$ cat src/rtl/tia_horizontal_decode.sv
// Horizontal timing decoder driven by the TIA horizontal LFSR: sync, blank,
// colour burst, line-start/LFSR-reset pulses and the WSYNC/RDY CPU halt.
module tia_horizontal_decode #(
  parameter logic [5:0] LINE_END        = 6'b010100,
  parameter logic [5:0] HSYNC_SET       = 6'b111100,
  parameter logic [5:0] HSYNC_RST       = 6'b110111,
  parameter logic [5:0] CB_SET          = 6'b110111,
  parameter logic [5:0] CB_RST          = 6'b001111,
  parameter logic [5:0] HBLANK_RST      = 6'b011100,
  parameter logic [5:0] LATE_HBLANK_RST = 6'b010111
) (
  input  logic       clk,
  input  logic       reset,
  input  logic [5:0] lfsr,
  input  logic       lfsr_step,
  input  logic       hmove,
  input  logic       wsync,
  output logic       lfsr_reset,
  output logic       line_start,
  output logic       hsync,
  output logic       hblank,
  output logic       color_burst,
  output logic       rdy
);

  localparam logic [5:0] LOCKUP = 6'b111111;

  logic late;
  logic waiting;

  logic hit_line_end;
  logic hit_hsync_set;
  logic hit_hsync_rst;
  logic hit_cb_set;
  logic hit_cb_rst;
  logic hit_hblank_rst;
  logic hit_late_rst;

  logic hsync_n;
  logic cb_n;
  logic hblank_n;
  logic late_n;
  logic waiting_n;

  // State decodes, qualified by the LFSR advance pulse.
  always_comb begin
    hit_line_end   = lfsr_step && ((lfsr == LINE_END) || (lfsr == LOCKUP));
    hit_hsync_set  = lfsr_step && (lfsr == HSYNC_SET);
    hit_hsync_rst  = lfsr_step && (lfsr == HSYNC_RST);
    hit_cb_set     = lfsr_step && (lfsr == CB_SET);
    hit_cb_rst     = lfsr_step && (lfsr == CB_RST);
    hit_hblank_rst = lfsr_step && (lfsr == HBLANK_RST) && !late;
    hit_late_rst   = lfsr_step && (lfsr == LATE_HBLANK_RST) && late;
  end

  // Next values; strobes win over same-cycle clears so they carry into the next line.
  always_comb begin
    hsync_n   = hsync;
    cb_n      = color_burst;
    hblank_n  = hblank;
    late_n    = late;
    waiting_n = waiting;

    if (hit_hsync_set) hsync_n = 1'b1;
    if (hit_hsync_rst) hsync_n = 1'b0;
    if (hit_cb_set)    cb_n    = 1'b1;
    if (hit_cb_rst)    cb_n    = 1'b0;

    if (hit_line_end)                   hblank_n = 1'b1;
    if (hit_hblank_rst || hit_late_rst) hblank_n = 1'b0;

    if (hit_late_rst) late_n = 1'b0;
    if (hmove)        late_n = 1'b1;

    if (hit_line_end) waiting_n = 1'b0;
    if (wsync)        waiting_n = 1'b1;
  end

  always_ff @(posedge clk) begin
    if (!reset) begin
      hsync       <= 1'b0;
      color_burst <= 1'b0;
      hblank      <= 1'b1;
      rdy         <= 1'b1;
      lfsr_reset  <= 1'b0;
      line_start  <= 1'b0;
      late        <= 1'b0;
      waiting     <= 1'b0;
    end else begin
      hsync       <= hsync_n;
      color_burst <= cb_n;
      hblank      <= hblank_n;
      rdy         <= !waiting_n;
      lfsr_reset  <= hit_line_end;
      line_start  <= hit_line_end;
      late        <= late_n;
      waiting     <= waiting_n;
    end
  end

endmodule
$ cat config.mk
export PLATFORM = sky130hd
export DESIGN_NAME = tia_horizontal_decode
export DESIGN_NICKNAME = d
export VERILOG_FILES = /design/src/rtl/tia_horizontal_decode.sv
export SDC_FILE = /design/constraint.sdc
export NUM_CORES = 1
export LEC_CHECK = 0
export ABC_AREA = 0
export CORE_AREA = 2 2 39 41
export CTS_CLUSTER_DIAMETER = 50
export DETAILED_ROUTE_END_ITERATION = 8
export DIE_AREA = 0 0 41 43
export GPL_TIMING_DRIVEN = 0
export PLACE_DENSITY = 0.67
export SYNTH_ARGS = -nofsm -noshare
export SYNTH_HDL_FRONTEND = slang
export SYNTH_SLANG_ARGS = --single-unit
$ cat constraint.sdc
create_clock -name clk -period 1.39 [get_ports clk]
set_input_delay 0.139 -clock clk [delete_from_list [all_inputs] [get_ports clk]]
set_output_delay 0.139 -clock clk [all_outputs]
set_load 0.03 [all_outputs]
==> flow_metrics.py <==
metrics = {
    "run_status": {
        "status": "complete, but fails checks",
        "violations": "setup timing",
    },
    "drt": {
        "post_drt_wl_per_cell_um": 10.3,
        "vias_per_cell": 4.74,
        "antenna_left": 0,
        "firstDrtPassIters": 4,
        "drt_iter0_markers": 9,
        "drc_errors": 0,
        "wl_um": 745,
        "vias": 341,
    },
    "worst_setup_path": {
        "cp_data_required_time_ps": 1530,
        "worst_path_max_delay_cell": "or4b_1",
        "critPathTopFamily": "compound AO/OA/AOI/OAI gates",
        "end_kind": "flip-flop",
        "slowest_delay_ps": 460,
        "crit_fanout": 2,
        "path_buf_inv": 0,
        "cp.arrival_ps": 1540,
        "crit_type": "reg -> reg",
        "start_kind": "flip-flop",
        "crit_chain": "or4b_1 > a2111o_1 > o31a_1",
    },
    "clock_network": {
        "cts_max_path_buffers": 2,
        "clockRootBuffer": "clkbuf_4",
        "insertion_delay_ps": 250,
        "htree_levels": 1,
        "cts.sinks": 7,
        "holdBufCountCts": 0,
        "cts-buffers-inserted": 3,
        "cts_tree": "yes",
        "clkTransAtPathRegs_ps": 50,
    },
    "cells_and_area": {
        "n_fill_cell": 156,
        "fin_util_pct": 38.6,
        "syn_to_final_growth_pct": 65.5,
        "nets": 68,
        "drive_above_1_share_pct": 16.1,
        "fin_cells": 72,
        "n_antenna_cell": 0,
    },
    "global_route": {
        "grt_antenna_before_repair": 0,
        "grtUsageTotal_pct": 10.3,
        "grt_pass1_vias": 292,
        "grt_overflow": 0,
        "grt_start_max_net_pins": 9,
        "grt_pass1_wl_um": 1140,
    },
    "floorplan": {
        "coreArea_sq_mm": 0.00138,
        "fp.dieH_um": 43,
        "initial_core_util_pct": 23.3,
        "ioPinCount": 17,
        "die_area_sq_mm": 0.00176,
        "row_count": 14,
        "die_w_um": 41,
    },
    "hold_path": {
        "hp-class": "in -> reg",
    },
    "timing": {
        "hold_viol_final": 0,
        "finalMaxSlewViolations": 0,
        "period_needed_ps": 1400,
        "setup_viol": 2,
        "rsz0062_at_grt": "true",
        "skew_ps": 0.0652,
        "post-route-period-util_pct": 101,
        "worstMarginPinSlew_ps": 324,
        "slew_headroom_pct": 78.1,
        "clock.fmax_mhz": 714,
        "worst_slack_ps": -10.9,
    },
    "job": {
        "maxCapViolations": 0,
    },
    "logic_synthesis": {
        "synth-async-reset-ratio_pct": 0,
        "synthTopCellsByArea": "dfxtp_1, inv_1, nand2_1",
        "synthesis.nets": 46,
        "synth.ff_latch_count": 7,
        "ys_top_cells_by_count": "dfxtp_1, inv_1, nand2_1",
        "ys_seq_area_share_pct": 43.4,
        "ys_warn_count": 0,
        "synth_ff_type": "dfxtp_1",
        "yosysTopAreaCell": "dfxtp_1",
        "syn_area_sq_um": 323,
        "synth_cells": 35,
        "synth_cell_types": 21,
        "syn_area_per_cell_sq_um": 9.22,
        "synth_most_common_cell": "dfxtp_1",
        "synth_edf_count": 0,
        "synth_top_area_share_pct": 43.4,
    },
    "power": {
        "ir_drop_v": 0.000368,
        "powerDensity_mw_per_mm2": 877,
        "p_leak_nw": 0.227,
    },
    "placed_design": {
        "io_buffers": 16,
        "hpwlAfterDp_um": 537,
        "place.gp.congestion": 0.649,
        "post-place-cells": 67,
    },
}
==> per-stage QoR <==
step | hold slack [ps] | instance area [sq um] | setup WS [ps] | TNS (ps) | total power, mW
floorplan | 261 | 323 | 20.9 | 0 | 0.242
global placement | 455 | 503 | -379 | -1440 | 0.290
detailed placement | 466 | 503 | -361 | -1420 | 0.290
CTS | 432 | 523 | -22.5 | -22.5 | 0.474
global route | 444 | 534 | -46.8 | -117 | 0.502
finish | 428 | 534 | -10.9 | -11.6 | 0.469
==> worst paths after layout <==
| kind | from | endpoint | slack (ps) | depth (start not counted) |
|---|---|---|---|---|
| max | late$_SDFFE_PN0P_ | hblank$_SDFFE_PN1P_ | -10 | 3 |
| min | hmove | late$_SDFFE_PN0P_ | 430 | 3 |
| max reg2reg | late$_SDFFE_PN0P_ | hblank$_SDFFE_PN1P_ | -10 | 3 |
| min reg2reg | waiting$_SDFF_PN0_ | waiting$_SDFF_PN0_ | 470 | 2 |
==> tightest hold or removal path, cell delays in order <==
cell	delay (ps)
clkdlybuf4s50_1	390
inv_1	50
a21oi_1	50
==> sequential cells by signal, indices dropped and copies added (netlist names) <==
| name | count |
|---|---|
| late | 1 |
| waiting | 1 |
| hblank | 1 |
| rdy | 1 |
| color_burst | 1 |
| line_start | 1 |
| hsync | 1 |
==> what timing repair did <==
item	4_1_cts	5_1_grt
hold endpoints to repair	0	0
setup endpoints to repair	9	4
gates resized for setup	9	2
buffers inserted	0	1
pin swaps	0	3
==> layout make-up <==
cell class                      instances  area (sq um)  area share, %
Multi-Input combinational cell         23           164           30.7
Timing Repair Buffer                   17           160           30.0
Sequential cell                         7           141           26.5
Clock buffer                            4          26.3           4.92
Tap cell                               16          20.0           3.75
Inverter                                4          15.0           2.81
Buffer                                  1          7.51           1.41
==> kinds of logic after synthesis <==
logic type             Yosys count  synth area share (%)
buffers and inverters            5                  6.98
and+or+nand+nor                 14                  26.7
DFF                              7                  43.4
AOI/OAI and AO/OA                9                  22.9
==> cell usage in the layout, fill, tap and decap left out <==
master,netlist,layout
clkbuf_4,0,3
a2111o_1,1,1
dfxtp_2,0,1
nand2_1,4,4
and2_1,1,1
dlymetal6s2s_1,0,1
a21oi_1,2,1
or4_1,1,1
dfxtp_1,7,6
o41a_1,1,1
o41ai_1,1,1
nand3_1,1,1
o21ai_0,1,1
inv_1,4,4
o221a_2,1,1
o31a_1,1,1
or4b_1,1,1
and4bb_2,1,1
o21a_1,1,1
nor2_1,1,1
clkbuf_1,0,1
nor3_1,1,1
nand4_1,2,2
dlygate4sd2_1,0,8
a21oi_2,0,1
nand4b_1,1,1
clkdlybuf4s50_1,0,7
buf_4,1,2
==> routing by layer <==
metal | up-vias | global-route usage [%] | share of wire, %
li1 | 174 | - | -
met4 | 0 | 10.0 | 4.6
met2 | 16 | 12.8 | 42
met5 | - | 0 | 0
met1 | 147 | 12.0 | 45
met3 | 4 | 4.71 | 7.9
==> where the power goes <==
| group | internal [mW] | switching, mW |
|---|---|---|
| registers | 0.210 | 0.00240 |
| clock network | 0.109 | 0.0726 |
| logic | 0.0391 | 0.0351 |
No activity file was read; power rests on OpenSTA's default activity.
==> variant: new RTL, config.mk and constraints unchanged <==
Reset style: asynchronous (`reset`), changed in one clocked block.
--- a/src/rtl/tia_horizontal_decode.sv
+++ b/src/rtl/tia_horizontal_decode.sv
@@ -76,7 +76,7 @@
     if (wsync)        waiting_n = 1'b1;
   end
 
-  always_ff @(posedge clk) begin
+  always_ff @(posedge clk or negedge reset) begin
     if (!reset) begin
       hsync       <= 1'b0;
       color_burst <= 1'b0;
Behaviour: differs if reset is asserted again (counterexample within 4 cycles, from zero or initial values and one cycle with reset low); with reset held inactive, the same outputs for 10 cycles.
==> variant against the original RTL <==
Final area stayed put. Combinational power is 23% higher. Core utilization stayed put. Worst setup slack better by 73 ps. Count of clock-buffer cells in the layout stayed put. Routed wire length is 4.7% lower. Power is 7.1% higher. Synthesized area is 5.0% higher. Sequential cell count stayed put.
==> variant: results (changes against the original RTL) <==
Pwr
  – Static Leak: 0.237 nW (was 0.227 nW)
  – P_sw: 0.129 mW (was 0.110 mW)
  – VDD IR max: 0.000318 V (was 0.000368 V)
  – Sequential share of power: 44.8% (was 45.3%)

Critical path
  – Critical path launch point: lfsr[3] (was late$_SDFFE_PN0P_)
  – CP max FO: 8 (was 2)
  – WP data arrival: 1470 ps (was 1540 ps)
  – RR Startpoint: late$_DFFE_PN0P_ (was late$_SDFFE_PN0P_)

Cells and area
  – Share of cells above drive strength 1: 13.2% (was 16.1%)
  – Layout Nets: 65 (was 68)
  – N_diodes: 0 (unchanged)

Drt
  – Met3 wire length: 63 um (was 59 um)
  – Initial DRC Count: 0 (was 9)
  – Met1 wire length: 279 um (was 338 um)
  – Routed wl met2: 356 um (was 312 um)
  – Total Wirelength: 710 um (was 745 um)
  – Total number of vias: 327 (was 341)
  – Via density: 4.74 (about the same)
  – Detailed Routing Iterations Pass 1: 1 (was 4)

GRT
  – Met3 GRT Util: 3.14% (was 4.71%)
  – Largest net degree at the start of global routing: 9 (unchanged)
  – Met1 Track Usage GR: 10.9% (was 12.0%)
  – Vias in the first global route: 309 (was 292)
  – Total GRT Usage: 10.7% (was 10.3%)
  – First-pass GRT wire length: 1190 um (was 1140 um)
  – GR Layer Usage met2: 15.3% (was 12.8%)
  – Antenna violations before repair: 0 (unchanged)

Synth
  – Ranking of synthesized cells by area: dfrtp_1, dfstp_2, a21o_1, nand2_1, a21oi_1 (was dfxtp_1, inv_1, nand2_1, and4bb_2, nand4_1)
  – Synth Instances: 33 (was 35)
  – Cell variety after synth: 22 (was 21)
  – Syn nets: 44 (was 46)
  – Seq/Total Area, Yosys: 52.4% (was 43.4%)
  – List of most frequent post-synthesis cells: dfrtp_1, nand2_1 (was dfxtp_1, inv_1, nand2_1)
  – Fraction of registers with async set/reset: 100% (was 0%)

Place
  – Placed cell areas: 519 sq um (was 503 sq um)
  – Number of instances in the placed design: 65 (was 67)
  – RePlAce Congestion: 0.652 (was 0.649)
  – Dpl hpwl: 557 um (was 537 um)

Timing
  – Slew margin rel.: 78.7% (was 78.1%)
  – Clock Skew: 2.15 ps (was 0.0652 ps)

Clock tree
  – Clock-pin slew on the worst setup and hold paths: 50 ps (about the same)

Worst hold path
  – Hold Path Class: in2async (was in2reg)

Run status
  – Outcome: complete, no violations (was finished with violations)
## variant: kinds of logic after synthesis
family	synth area share (%)
buf+inv	4.80
flops	52.4
compound gates	21.4
simple gates	21.4
## variant: power groups by stage
stage / logic, mW / clock network (mW) / registers [mW]
CTS: 0.0928 / 0.197 / 0.225
floorplan: 0.0197 / 0 / 0.249
global route: 0.0993 / 0.205 / 0.226
finish: 0.0913 / 0.186 / 0.225
detailed placement: 0.103 / 0 / 0.229
global placement: 0.102 / 0 / 0.229
## variant: layout make-up
class                           instances  area [sq um]
Sequential cell                         7           178
Fill cell                             148           850
Clock buffer                            4          26.3
Multi-Input combinational cell         23           145
Buffer                                  1          7.51
Tap cell                               16          20.0
Timing Repair Buffer                   16           149
Inverter                                2          8.76
## variant: critical path, stage by stage
cell             delay [ps]
clkdlybuf4s50_1         510
or4_1                   430
a21o_1                  200
a21o_1                  180
## variant: through the flow
step	setup WS, ps	hold slack, ps
4_1_cts	61.1	150
6_report	62.0	147
5_1_grt	11.7	162
2_1_floorplan	267	-157
3_3_place_gp	-294	391
3_5_place_dp	-290	402
## variant: path summary, 6_finish.rpt
path / endpoint / slack (ps) / cells past startpoint
setup / recovery: waiting$_DFF_PN0_ / 60 / 4
hold / removal: hsync$_DFFE_PN0P_ / 150 / 1
setup reg to reg: hblank$_DFFE_PN1P_ / 320 / 3
hold reg to reg: rdy$_DFF_PN1_ / 410 / 1
max in group asynchronous: rdy$_DFF_PN1_ / 950 / 1
min in group clk: hsync$_DFFE_PN0P_ / 330 / 2
## variant: timing repair
action | CTS | global route
buffers inserted | 0 | 0
resized for setup | 9 | 0
endpoints found under the setup margin | 7 | 0
